File: src/rtl/rbm_visible_recon_pkg.sv
`default_nettype none
// ============================================================================
// Module      : rbm_visible_recon_pkg
// Description : Shared constants, FSM encodings and the sigmoid transfer
//               function for the RBM visible-layer reconstruction block.
//               Contents:
//                 - default widths, dimensions, LFSR seed and taps
//                 - state_t type and the four FSM state encodings
//                 - sigmoid(): signed 12-bit input with 4 fraction bits in,
//                   unsigned 8-bit probability (x/256) out
// Revision    : 1.0 - initial release
// ============================================================================
package rbm_visible_recon_pkg;

    // Default configuration
    localparam int             c_input_bitlength  = 12;
    localparam int             c_sg_bitlength     = 8;
    localparam int             c_output_bitlength = 12;
    localparam int             c_in_dim           = 6;
    localparam int             c_out_dim          = 5;
    localparam logic [7:0]     c_seed             = 8'hA5;

    // Right-shifting Galois mask for x^8 + x^6 + x^5 + x^4 + 1 (maximal length)
    localparam logic [7:0]     c_lfsr_taps        = 8'hB8;

    // FSM encodings
    typedef logic [1:0] state_t;
    localparam logic [1:0] c_st_idle   = 2'd0;
    localparam logic [1:0] c_st_acc    = 2'd1;
    localparam logic [1:0] c_st_sample = 2'd2;
    localparam logic [1:0] c_st_done   = 2'd3;

    // Piecewise-linear sigmoid (PLAN segments). The input carries 4 fraction
    // bits, so |x| breakpoints 1.0 / 2.375 / 5.0 sit at 16 / 38 / 80. The
    // positive-side value y is formed in 1/256 units with a 9-bit range so that
    // y = 256 (saturated) maps to 255 for x > 0 and to exactly 0 for x < 0.
    function automatic logic [c_sg_bitlength-1:0] sigmoid(
        input logic signed [c_input_bitlength-1:0] x
    );
        logic [c_input_bitlength-1:0] mag;
        logic [8:0]                   y;
        // Negating the most negative code yields 0x800, read unsigned as 2048.
        mag = x[c_input_bitlength-1] ? (~x + 1'b1) : x;
        if (mag >= 12'd80) begin
            y = 9'd256;
        end else if (mag >= 12'd38) begin
            y = 9'(mag >> 1) + 9'd216;
        end else if (mag >= 12'd16) begin
            y = 9'(mag << 1) + 9'd160;
        end else begin
            y = 9'(mag << 2) + 9'd128;
        end
        if (x[c_input_bitlength-1]) begin
            sigmoid = 8'(9'd256 - y);
        end else begin
            sigmoid = y[8] ? 8'hFF : y[7:0];
        end
    endfunction

endpackage
`default_nettype wire

File: src/rtl/rbm_visible_recon_lfsr.sv
`default_nettype none
// ============================================================================
// Module      : rbm_visible_recon_lfsr
// Description : Galois LFSR used as the sampling random source. Loads SEED on
//               reset and advances one step per cycle with step_i high.
//               Ports:
//                 clk_i   clock (rising edge)
//                 rst_i   synchronous active-high reset, reloads SEED
//                 step_i  advance enable
//                 rnd_o   current state, never zero for a nonzero SEED
// Revision    : 1.0 - initial release
// ============================================================================
module rbm_visible_recon_lfsr #(
    parameter int               WIDTH = 8,
    parameter logic [WIDTH-1:0] SEED  = 8'hA5,
    parameter logic [WIDTH-1:0] TAPS  = 8'hB8
) (
    input  logic             clk_i,
    input  logic             rst_i,
    input  logic             step_i,
    output logic [WIDTH-1:0] rnd_o
);

    logic [WIDTH-1:0] state_q;
    logic [WIDTH-1:0] state_d;

    always_comb begin
        state_d = state_q;
        if (step_i) begin
            state_d = {1'b0, state_q[WIDTH-1:1]} ^ (state_q[0] ? TAPS : '0);
        end
    end

    always_ff @(posedge clk_i) begin
        if (rst_i) begin
            state_q <= SEED;
        end else begin
            state_q <= state_d;
        end
    end

    assign rnd_o = state_q;

endmodule
`default_nettype wire

File: src/rtl/rbm_visible_recon.sv
`default_nettype none
// ============================================================================
// Module      : rbm_visible_recon
// Description : Hidden->visible reconstruction of an RBM Gibbs step. For each
//               visible unit j accumulates sum_i h[i]*W[j][i] one term per
//               cycle (saturating), adds b_v[j], applies the sigmoid and samples
//               the probability against an LFSR to give a binary visible unit.
//               Ports:
//                 clock, reset       clock / synchronous active-high reset
//                 start              run request, accepted in IDLE or DONE
//                 HiddenI            binary hidden vector
//                 WeightI            W[j][i] at (j*OUT_DIM+i)*INPUT_BITLENGTH
//                 VBiasI             visible biases b_v[j]
//                 busy, done         run in progress / one-cycle completion
//                 VprobO, VoutputO   per-unit probability / sampled 0-1 value
// Revision    : 1.0 - initial release
// ============================================================================
module rbm_visible_recon
    import rbm_visible_recon_pkg::*;
#(
    parameter int                      INPUT_BITLENGTH  = c_input_bitlength,
    parameter int                      SG_BITLENGTH     = c_sg_bitlength,
    parameter int                      OUTPUT_BITLENGTH = c_output_bitlength,
    parameter int                      IN_DIM           = c_in_dim,
    parameter int                      OUT_DIM          = c_out_dim,
    parameter logic [SG_BITLENGTH-1:0] SEED             = c_seed
) (
    input  logic                                  clock,
    input  logic                                  reset,
    input  logic                                  start,
    input  logic [OUT_DIM-1:0]                    HiddenI,
    input  logic [IN_DIM*OUT_DIM*INPUT_BITLENGTH-1:0] WeightI,
    input  logic [IN_DIM*INPUT_BITLENGTH-1:0]     VBiasI,
    output logic                                  busy,
    output logic                                  done,
    output logic [IN_DIM*SG_BITLENGTH-1:0]        VprobO,
    output logic [IN_DIM*OUTPUT_BITLENGTH-1:0]    VoutputO
);

    localparam int JW = (IN_DIM  > 1) ? $clog2(IN_DIM)  : 1;
    localparam int IW = (OUT_DIM > 1) ? $clog2(OUT_DIM) : 1;
    localparam logic [JW-1:0] c_j_last = JW'(IN_DIM - 1);
    localparam logic [IW-1:0] c_i_last = IW'(OUT_DIM - 1);

    // Saturating two's-complement add: overflow is detected when the extra
    // sign bit disagrees with the result's sign bit.
    function automatic logic signed [INPUT_BITLENGTH-1:0] sat_add(
        input logic signed [INPUT_BITLENGTH-1:0] a,
        input logic signed [INPUT_BITLENGTH-1:0] b
    );
        logic [INPUT_BITLENGTH:0] s;
        s = {a[INPUT_BITLENGTH-1], a} + {b[INPUT_BITLENGTH-1], b};
        if (s[INPUT_BITLENGTH] != s[INPUT_BITLENGTH-1]) begin
            sat_add = s[INPUT_BITLENGTH] ? {1'b1, {(INPUT_BITLENGTH-1){1'b0}}}
                                         : {1'b0, {(INPUT_BITLENGTH-1){1'b1}}};
        end else begin
            sat_add = s[INPUT_BITLENGTH-1:0];
        end
    endfunction

    // Unpacked views of the packed buses
    logic signed [INPUT_BITLENGTH-1:0] w_weight  [IN_DIM][OUT_DIM];
    logic signed [INPUT_BITLENGTH-1:0] w_bias_in [IN_DIM];

    // State
    state_t                            state_q, state_d;
    logic signed [INPUT_BITLENGTH-1:0] acc_q, acc_d;
    logic [JW-1:0]                     j_q, j_d;
    logic [IW-1:0]                     i_q, i_d;
    logic                              busy_q, busy_d;
    logic                              done_q, done_d;
    logic [OUT_DIM-1:0]                hidden_q;
    logic signed [INPUT_BITLENGTH-1:0] bias_q  [IN_DIM];
    logic [SG_BITLENGTH-1:0]           vprob_q [IN_DIM];
    logic [IN_DIM-1:0]                 vout_q;

    logic                              w_load;
    logic                              w_sample;
    logic signed [INPUT_BITLENGTH-1:0] w_addend;
    logic signed [INPUT_BITLENGTH-1:0] w_sum;
    logic [SG_BITLENGTH-1:0]           w_prob;
    logic [SG_BITLENGTH-1:0]           w_rnd;

    for (genvar gj = 0; gj < IN_DIM; gj++) begin : g_row
        assign w_bias_in[gj] = VBiasI[gj*INPUT_BITLENGTH +: INPUT_BITLENGTH];
        assign VprobO[gj*SG_BITLENGTH +: SG_BITLENGTH] = vprob_q[gj];
        assign VoutputO[gj*OUTPUT_BITLENGTH +: OUTPUT_BITLENGTH] = OUTPUT_BITLENGTH'(vout_q[gj]);
        for (genvar gi = 0; gi < OUT_DIM; gi++) begin : g_col
            assign w_weight[gj][gi] =
                WeightI[(gj*OUT_DIM + gi)*INPUT_BITLENGTH +: INPUT_BITLENGTH];
        end
    end

    // W is read transposed: row j is the visible unit, column i the hidden one.
    assign w_addend = hidden_q[i_q] ? w_weight[j_q][i_q] : '0;
    assign w_sum    = sat_add(acc_q, bias_q[j_q]);
    assign w_prob   = sigmoid(w_sum);

    rbm_visible_recon_lfsr #(
        .WIDTH (SG_BITLENGTH),
        .SEED  (SEED),
        .TAPS  (SG_BITLENGTH'(c_lfsr_taps))
    ) u_lfsr (
        .clk_i  (clock),
        .rst_i  (reset),
        .step_i (w_sample),
        .rnd_o  (w_rnd)
    );

    always_comb begin
        state_d  = state_q;
        acc_d    = acc_q;
        j_d      = j_q;
        i_d      = i_q;
        busy_d   = busy_q;
        done_d   = 1'b0;
        w_load   = 1'b0;
        w_sample = 1'b0;
        case (state_q)
            // A start held across DONE chains straight into the next run so
            // back-to-back runs complete every IN_DIM*(OUT_DIM+1)+1 cycles.
            c_st_idle, c_st_done: begin
                state_d = c_st_idle;
                if (start) begin
                    state_d = c_st_acc;
                    w_load  = 1'b1;
                    acc_d   = '0;
                    j_d     = '0;
                    i_d     = '0;
                    busy_d  = 1'b1;
                end
            end
            c_st_acc: begin
                acc_d = sat_add(acc_q, w_addend);
                if (i_q == c_i_last) begin
                    state_d = c_st_sample;
                end else begin
                    i_d = i_q + 1'b1;
                end
            end
            c_st_sample: begin
                w_sample = 1'b1;
                acc_d    = '0;
                i_d      = '0;
                if (j_q == c_j_last) begin
                    state_d = c_st_done;
                    done_d  = 1'b1;
                    busy_d  = 1'b0;
                end else begin
                    j_d     = j_q + 1'b1;
                    state_d = c_st_acc;
                end
            end
            default: begin
                state_d = c_st_idle;
                busy_d  = 1'b0;
            end
        endcase
    end

    always_ff @(posedge clock) begin
        if (reset) begin
            state_q  <= c_st_idle;
            acc_q    <= '0;
            j_q      <= '0;
            i_q      <= '0;
            busy_q   <= 1'b0;
            done_q   <= 1'b0;
            hidden_q <= '0;
            vout_q   <= '0;
            for (int k = 0; k < IN_DIM; k++) begin
                bias_q[k]  <= '0;
                vprob_q[k] <= '0;
            end
        end else begin
            state_q <= state_d;
            acc_q   <= acc_d;
            j_q     <= j_d;
            i_q     <= i_d;
            busy_q  <= busy_d;
            done_q  <= done_d;
            if (w_load) begin
                hidden_q <= HiddenI;
                bias_q   <= w_bias_in;
            end
            if (w_sample) begin
                vprob_q[j_q] <= w_prob;
                vout_q[j_q]  <= (w_prob > w_rnd);
            end
        end
    end

    assign busy = busy_q;
    assign done = done_q;

endmodule
`default_nettype wire

File: config.mk
export PLATFORM = sky130hd
export DESIGN_NAME = rbm_visible_recon
export DESIGN_NICKNAME = d
export VERILOG_FILES = /design/src/rtl/rbm_visible_recon_pkg.sv /design/src/rtl/rbm_visible_recon_lfsr.sv /design/src/rtl/rbm_visible_recon.sv
export SDC_FILE = /design/constraint.sdc
export NUM_CORES = 1
export LEC_CHECK = 0
export ABC_AREA = 1
export CAP_MARGIN = 10
export CORE_AREA = 3 3 217 219
export DETAILED_ROUTE_END_ITERATION = 16
export DIE_AREA = 0 0 220 222
export HOLD_SLACK_MARGIN = 0.15
export SYNTH_ARGS = -nofsm -noshare
export SYNTH_HDL_FRONTEND = slang
export SYNTH_SLANG_ARGS = --single-unit
export TNS_END_PERCENT = 30
File: constraint.sdc
create_clock -name clock -period 7.4 [get_ports clock]
set_input_delay 1.11 -clock clock [delete_from_list [all_inputs] [get_ports clock]]
set_output_delay 1.11 -clock clock [all_outputs]
set_load 0.05 [all_outputs]
* After elaboration in Yosys (flattened, before gate mapping) *
Memory sizes are Yosys's and may differ from the RTL's.
Index checks and enable logic that the tools add are counted.

cells by class
  reduce and logical (&&, ||, !) cells = 9
  bitwise gates (word level) = 5
  equal/unequal tests = 12
  magnitude comparators = 9
  muxes and demuxes = 52
  $add $sub $neg = 9

operator list
  kind                     number
  $bmux W60 S3             1
  $mux W12                 11
  $mux W60                 2
  $bmux W12 S3             2
  $pmux W12 S3             1
  $mux W8                  4
  $add A9 B8 Y9 const B    3
  $mux W9                  3
  $add A12 B12 Y13         2
  $mux W1                  15
  $add A12 B1 Y12 const B  1
  $ge A12 B5 Y1 const B    1
  $ge A12 B6 Y1 const B    1
  $ge A12 B7 Y1 const B    1
  $mux W3                  4
  $not A12 Y12             1
  $ne A2 B2 Y1 const B     5
  $pmux W3 S3              1
  $ge A4 B4 Y1 const B     2
  $gt A8 B8 Y1             1
  $lt A3 B4 Y1 const B     2
  $not A3 Y4               2
  $reduce_or A8 Y1         1
  $sub A1 B8 Y8 const A    1
  other kinds (21)         28

storage, ports and cells
  bits in registers = 113
  output and inout bits = 122
  memories kept = 1
  logic and storage cells = 112
  input port bits = 440
  memory bits (writable) = 48

memories
  memory   depth  width  read ports  clocked after memory_dff  wr ports  RTL line                 text
  vprob_q  6      8      6           0                         6         rbm_visible_recon.sv:74  logic [SG_BITLENGTH-1:0] vprob_q [IN_DIM];

* Logic depth before layout (Yosys ltp) *
  depth in word-level cells = 18
  gate-level depth with buffers = 57
  gate-level depth less buffers = 53

* Cells and area by module *
A second synthesis with hierarchy kept.

unflattened totals
  cells, all modules = 1911
  area, all modules = 12528.3 sq um

by module, submodules not included
  module                  sequential area each (sq um)  cells an instance  instances  area each (sq um)
  rbm_visible_recon       3543.4                        1865               1          12192.9
  rbm_visible_recon_lfsr  160.2                         46                 1          335.3

* Worst setup path after synthesis *
OpenSTA, ideal clock, no wires.

  kind = flip-flop to flip-flop
  start point = reg j_q[0]
  end point = reg vout_q[1]
  cell stages (with the launch flop) = 52
  path buffers = 7
  setup time = 0.134 ns
  clock period less this slack = 7.154 ns
  data required time = 7.266 ns
  slack = 0.246 ns
  data arrival time = 7.021 ns
  cell sequence = dfxtp_1 clkbuf_1 clkbuf_1 clkbuf_1 clkbuf_1 clkbuf_1 nor2_1 o221ai_1 ha_1 a21oi_1 nand2_1 nand2_1 nand3_1 a21oi_1 o21bai_1 xor2_1 inv_1 ha_1 [... 16 more ...] nand3_1 nor2_1 nand2_4 nand2_1 nand3_2 ha_1 nand2_1 inv_2 nand3_2 nand3_1 nand2_1 inv_1 ha_1 nand2_1 nor2_1 nand3_1 o21ai_1 a21oi_1

between the ends
  word-level cells in the longest chain between the ends = 18
  elaborated cells on any way between the ends = 30
  those cells by class = add/sub (6); order compare (6); eq/ne (1); mux (14); bitwise (2); reduce/logical (1)

ends and longest elaborated chain
  item                                          RTL line                                                  text
  start, declared                               rbm_visible_recon.sv:68                                   logic [JW-1:0] j_q, j_d;
  start signal, assigned                        rbm_visible_recon.sv:178                                  j_q <= j_d;
  $not A3 Y4 (not written as such)              rbm_visible_recon.sv:96                                   assign w_sum = sat_add(acc_q, bias_q[j_q]);
  $bmux W12 S3                                  rbm_visible_recon.sv:96
  $mux W12 (not written as such) (2 in series)  rbm_visible_recon.sv:96
  $add A12 B12 Y13                              rbm_visible_recon.sv:52                                   s = {a[INPUT_BITLENGTH-1], a} + {b[INPUT_BITLENGTH-1], b};
  $mux W12 or $ne A1 B1 Y1 (tied branches)      rbm_visible_recon.sv:54, rbm_visible_recon.sv:53
  $mux W12                                      rbm_visible_recon.sv:53                                   if (s[INPUT_BITLENGTH] != s[INPUT_BITLENGTH-1]) begin
  $not A12 Y12                                  rbm_visible_recon_pkg.sv:43                               mag = x[c_input_bitlength-1] ? (~x + 1'b1) : x;
  $add A12 B1 Y12                               rbm_visible_recon_pkg.sv:43
  $mux W12                                      rbm_visible_recon_pkg.sv:43
  $ge A12 B5 Y1 (tied with other cells)         rbm_visible_recon_pkg.sv:48                               end else if (mag >= 12'd16) begin
  $mux W9                                       rbm_visible_recon_pkg.sv:48
  $mux W9                                       rbm_visible_recon_pkg.sv:46                               end else if (mag >= 12'd38) begin
  $mux W9                                       rbm_visible_recon_pkg.sv:44                               if (mag >= 12'd80) begin
  $sub A1 B8 Y8 or $mux W8 (tied branches)      rbm_visible_recon_pkg.sv:54, rbm_visible_recon_pkg.sv:56
  $mux W8                                       rbm_visible_recon_pkg.sv:53                               if (x[c_input_bitlength-1]) begin
  $gt A8 B8 Y1                                  rbm_visible_recon.sv:188                                  vout_q[j_q] <= (w_prob > w_rnd);
  $bwmux W6 (*)                                 rbm_visible_recon.sv:188
  end signal, assigned by index                 rbm_visible_recon.sv:188
  end, declared                                 rbm_visible_recon.sv:75                                   logic [IN_DIM-1:0] vout_q;

Every way passes the cells marked *; elsewhere a longest branch is shown, timed or not. The select of a mux whose other input is x is not followed.
A chain may end at the register's enable or synchronous reset.

* Final worst setup path *
  start point = reg j_q[1]
  end point = reg vout_q[0]

The elaborated chain is that of the path after synthesis.

==> reports/qor.log <==
qor: detailed_routing.detail_route.wl_per_cell 19.9 um
qor: clocking.cts.hold.buffers_added 0
qor: clocking.number_of_buffers_created_by_cts 17
qor: layout.final_layout_size_suffix_gt1_share 6.59%
qor: logic_synthesis.synth-simple-area-share 28.8%
qor: global_route.grt_start_max_net_pins 97
qor: layout.final_net_count 2,815
qor: detailed_routing.wire_length_after_detailed_routing 58.5 mm
qor: place.finalWeightedCongestion 0.893
qor: worst_setup_path.worst-path-max-fanout 17
qor: sta.timing.slew.headroom 31.7%
qor: floorplan.floorplan.die.width 220 um
qor: worst_setup_path.worst-r2r-setup-slack 0.62 ns
qor: global_route.antenna_found_initial 11
qor: logic_synthesis.ys_seq_elements 161
qor: place.total_placed_instance_area 17,700 um2
qor: layout.sequential_area 3710 um2
qor: detailed_routing.initialDrtViolationCount 1,260
qor: layout.fillerInstances 4,768
qor: floorplan.core-area 45,300 um2
qor: sta.finalHoldViolations 0
qor: detailed_routing.antenna_left 0
qor: power_and_ir_drop.cellInternalPower 2.26 mW
qor: worst_setup_path.critPathTopFamily simple AND/OR/NAND/NOR gates
qor: detailed_routing.remaining_drc_errors 0
qor: run.max_cap_violations 0
qor: worst_setup_path.type_of_destination_of_the_critical_path register
qor: floorplan.start_util 27.4%
qor: logic_synthesis.fraction_of_the_mapped_netlist_area_in_compound_gates 23.7%
qor: sta.final.period_utilization 91.6%
qor: clocking.clk_pin_slew 0.07 ns
qor: power_and_ir_drop.sw_share 45.3%
qor: logic_synthesis.postSynthCellCount 1,884
qor: floorplan.io_pins 562
qor: sta.fin_worst_hold_slack 0.481 ns
qor: worst_setup_path.crit_path_start_kind register
qor: layout.area_growth_syn_to_layout 48.8%
qor: logic_synthesis.count_of_flip_flops_with_a_built_in_enable_after_synthesis 48
qor: logic_synthesis.synthFlopType dfxtp_1
qor: worst_setup_path.crit_path_frequent_cell nand2_1
qor: sta.final.setup_skew 0.0179 ns
qor: detailed_routing.routed-wl-met2 27.7 mm
qor: detailed_routing.highest_metal_layer_with_signal_wires met5
qor: worst_setup_path.slowest_stage dfxtp_2
qor: logic_synthesis.dominant_combinational_cell_family_by_area_after_synthesis simple AND/OR/NAND/NOR gates
qor: logic_synthesis.yosysWarningCount 0
qor: sta.final_max_slew_viol_count 0
qor: floorplan.placement_rows 78
qor: outcome.run_status finished, final reports clean
qor: logic_synthesis.synthAdderAreaFrac 5.27%
qor: logic_synthesis.ys_seq_area_share 29.9%
qor: layout.layout.cell_area.non_filler 18,500 um2
qor: worst_setup_path.worstPathRequired 7.74 ns
qor: global_route.grt_usage 22.5%
qor: detailed_routing.avgViaCountPerCell 4.97
qor: sta.maxClockFrequency 148 MHz
qor: detailed_routing.met3RoutedLength 5.47 mm
qor: sta.setup_viol 0
qor: power_and_ir_drop.cell_area_power_density 224 nW/um2
qor: sta.tightestPinTransition 1.02 ns
qor: clocking.clk_latency 0.44 ns
qor: clocking.h-tree-depth 4
qor: global_route.via_count_of_the_first_global_routing_pass 14,000
qor: clocking.tritoncts yes
qor: power_and_ir_drop.power.share.clock 21.3%
qor: logic_synthesis.yosys-mux-area-fraction 0%
qor: logic_synthesis.syn_area_per_cell 6.58 um2
qor: power_and_ir_drop.leakage_power_figure 7.60 nW
qor: global_route.grt_pass1_wl 84.4 mm
qor: logic_synthesis.async_set_or_reset_register_ratio_after_synthesis 0%
qor: detailed_routing.via_count 14,600
qor: detailed_routing.detailedRoute.firstPassIterationCount 5
qor: worst_setup_path.critical_path.max_stage_delay 0.40 ns
qor: logic_synthesis.post_synth_num_cell_types 46
qor: logic_synthesis.syn-cell-area 12,400 um2
qor: detailed_routing.wirelength_met1 24.6 mm
qor: power_and_ir_drop.pwr-share-seq 24.9%
qor: power_and_ir_drop.netSwitchingPower 1.87 mW
qor: worst_setup_path.worst-setup-path-type register to register
qor: power_and_ir_drop.vdd_drop_max 0.137 mV
qor: clocking.ctsRootBufferMaster clkbuf_16
qor: worst_setup_path.critical_path_arrival 7.12 ns
qor: sta.setup_total_negative_slack 0 ns
qor: hold_path.class_of_the_tightest_hold_or_removal_check register to register
qor: clocking.clock_tree.buffer_depth 2
qor: worst_setup_path.worstPathBufferInverterCount 7
qor: layout.area_of_the_multi_input_gates 7600 um2
qor: place.port_buffers 495
qor: floorplan.dieHeight 222 um
qor: power_and_ir_drop.combinationalPowerShare 53.7%
qor: sta.post-route-min-period 6.78 ns
qor: clocking.cts.sink_count 161
qor: place.dp_hpwl 46.9 mm
qor: floorplan.die-area 48,800 um2
qor: global_route.grt_remaining_overflow 0
qor: logic_synthesis.yosys.area_share.xor_xnor 0.918%
## power groups by stage
stage | registers [mW] | logic [mW] | clock network [mW]
2_1_floorplan | 1.07 | 1.47 | 0
3_3_place_gp | 1.05 | 2.16 | 0
3_5_place_dp | 1.05 | 2.17 | 0
4_1_cts | 1.03 | 2.18 | 0.894
5_1_grt | 1.04 | 2.48 | 0.927
6_report | 1.03 | 2.22 | 0.882
## path summary, 6_finish.rpt
check        startpoint         end  cells past startpoint
min          bias_q[28]  bias_q[28]                      2
max reg2reg      j_q[1]   vout_q[0]                     45
max              j_q[1]   vout_q[0]                     45
min reg2reg  bias_q[28]  bias_q[28]                      2
## routing by layer
layer | vias to the layer above | GRT usage (%)
li1 | 7127 | -
met5 | - | 0
met3 | 49 | 6.51
met2 | 601 | 38.5
met4 | 14 | 2.64
met1 | 6820 | 28.8
## through the flow
step | util [%] | std cells | power [mW] | setup WS, ns
2_1_floorplan | - | 1949 | 2.54 | 0.246
3_3_place_gp | 39.1 | 2895 | 3.21 | 0.510
3_5_place_dp | 39.1 | 2895 | 3.22 | 0.267
4_1_cts | 40.4 | 2927 | 4.10 | 0.222
5_1_grt | 40.7 | 2938 | 4.45 | -0.00684
6_report | 40.8 | 2942 | 4.13 | 0.622
## timing repair
item                                    CTS  global route
resized for setup                         0            23
endpoints found under the setup margin    0             6
buffers inserted                          0             8
## state kept, by name (all words and copies together), names as in the netlist
name,count
busy,1
u_lfsr.rnd_o,8
j_q,3
vprob_q,48
vout_q,6
done,1
bias_q,72
i_q,3
state_q,2
hidden_q,5
acc_q,12
## Yosys cell counts, types with 26 or more instances
library cell  instances  share of area [%]
nor2_1              496                 15
o21ai_0             301                 12
nand2_1             237                7.2
dfxtp_1             113                 18
clkbuf_1            105                3.2
inv_1               103                3.1
o221ai_1             71                5.0
nand3_1              67                2.7
buf_4                66                4.0
a21oi_1              56                2.3
ha_1                 49                4.9
edfxtp_1             48                 12
a221oi_1             26                1.8
## cells in the final DEF (no fill, tap or decap), types with 18 or more instances in the layout
cell	count
buf_4	37
conb_1	66
edfxtp_1	48
clkdlybuf4s50_1	495
nand2_1	236
o21ai_0	297
o221ai_1	70
ha_1	45
nand3_1	67
clkbuf_16	18
inv_1	100
a221oi_1	26
nor2_1	492
dfxtp_1	110
a21oi_1	55
## cell families (layout without fill, tap and decap cells)
logic type | count (synthesis) | after routing
AND/OR/NAND/NOR | 857 | 858
buffers and inverters | 305 | 692
adder cells (fa/ha/maj) | 51 | 51
flip-flops | 161 | 161
AO/OA/AOI/OAI | 496 | 496
other | 1 | 71
XOR/XNOR | 13 | 13
## layout make-up
class | instances | area share (%)
inverters | 124 | 2.58
repair buffers | 536 | 28.8
diodes | 5 | 0.0678
well taps | 600 | 4.07
clock buffers | 18 | 2.33
multi-input cells | 1484 | 41.2
clock inverters | 14 | 0.895
flip-flops and latches | 161 | 20.1
## worst reg2reg max path, delay by kind of cell (launching register included)
kind | cells | cell delay [ns]
buf+inv | 7 | 0.69
simple gates | 26 | 2.88
flops | 1 | 0.40
fa+ha+maj | 6 | 1.61
compound gates | 6 | 1.12
No activity file was read; power rests on OpenSTA's default activity.
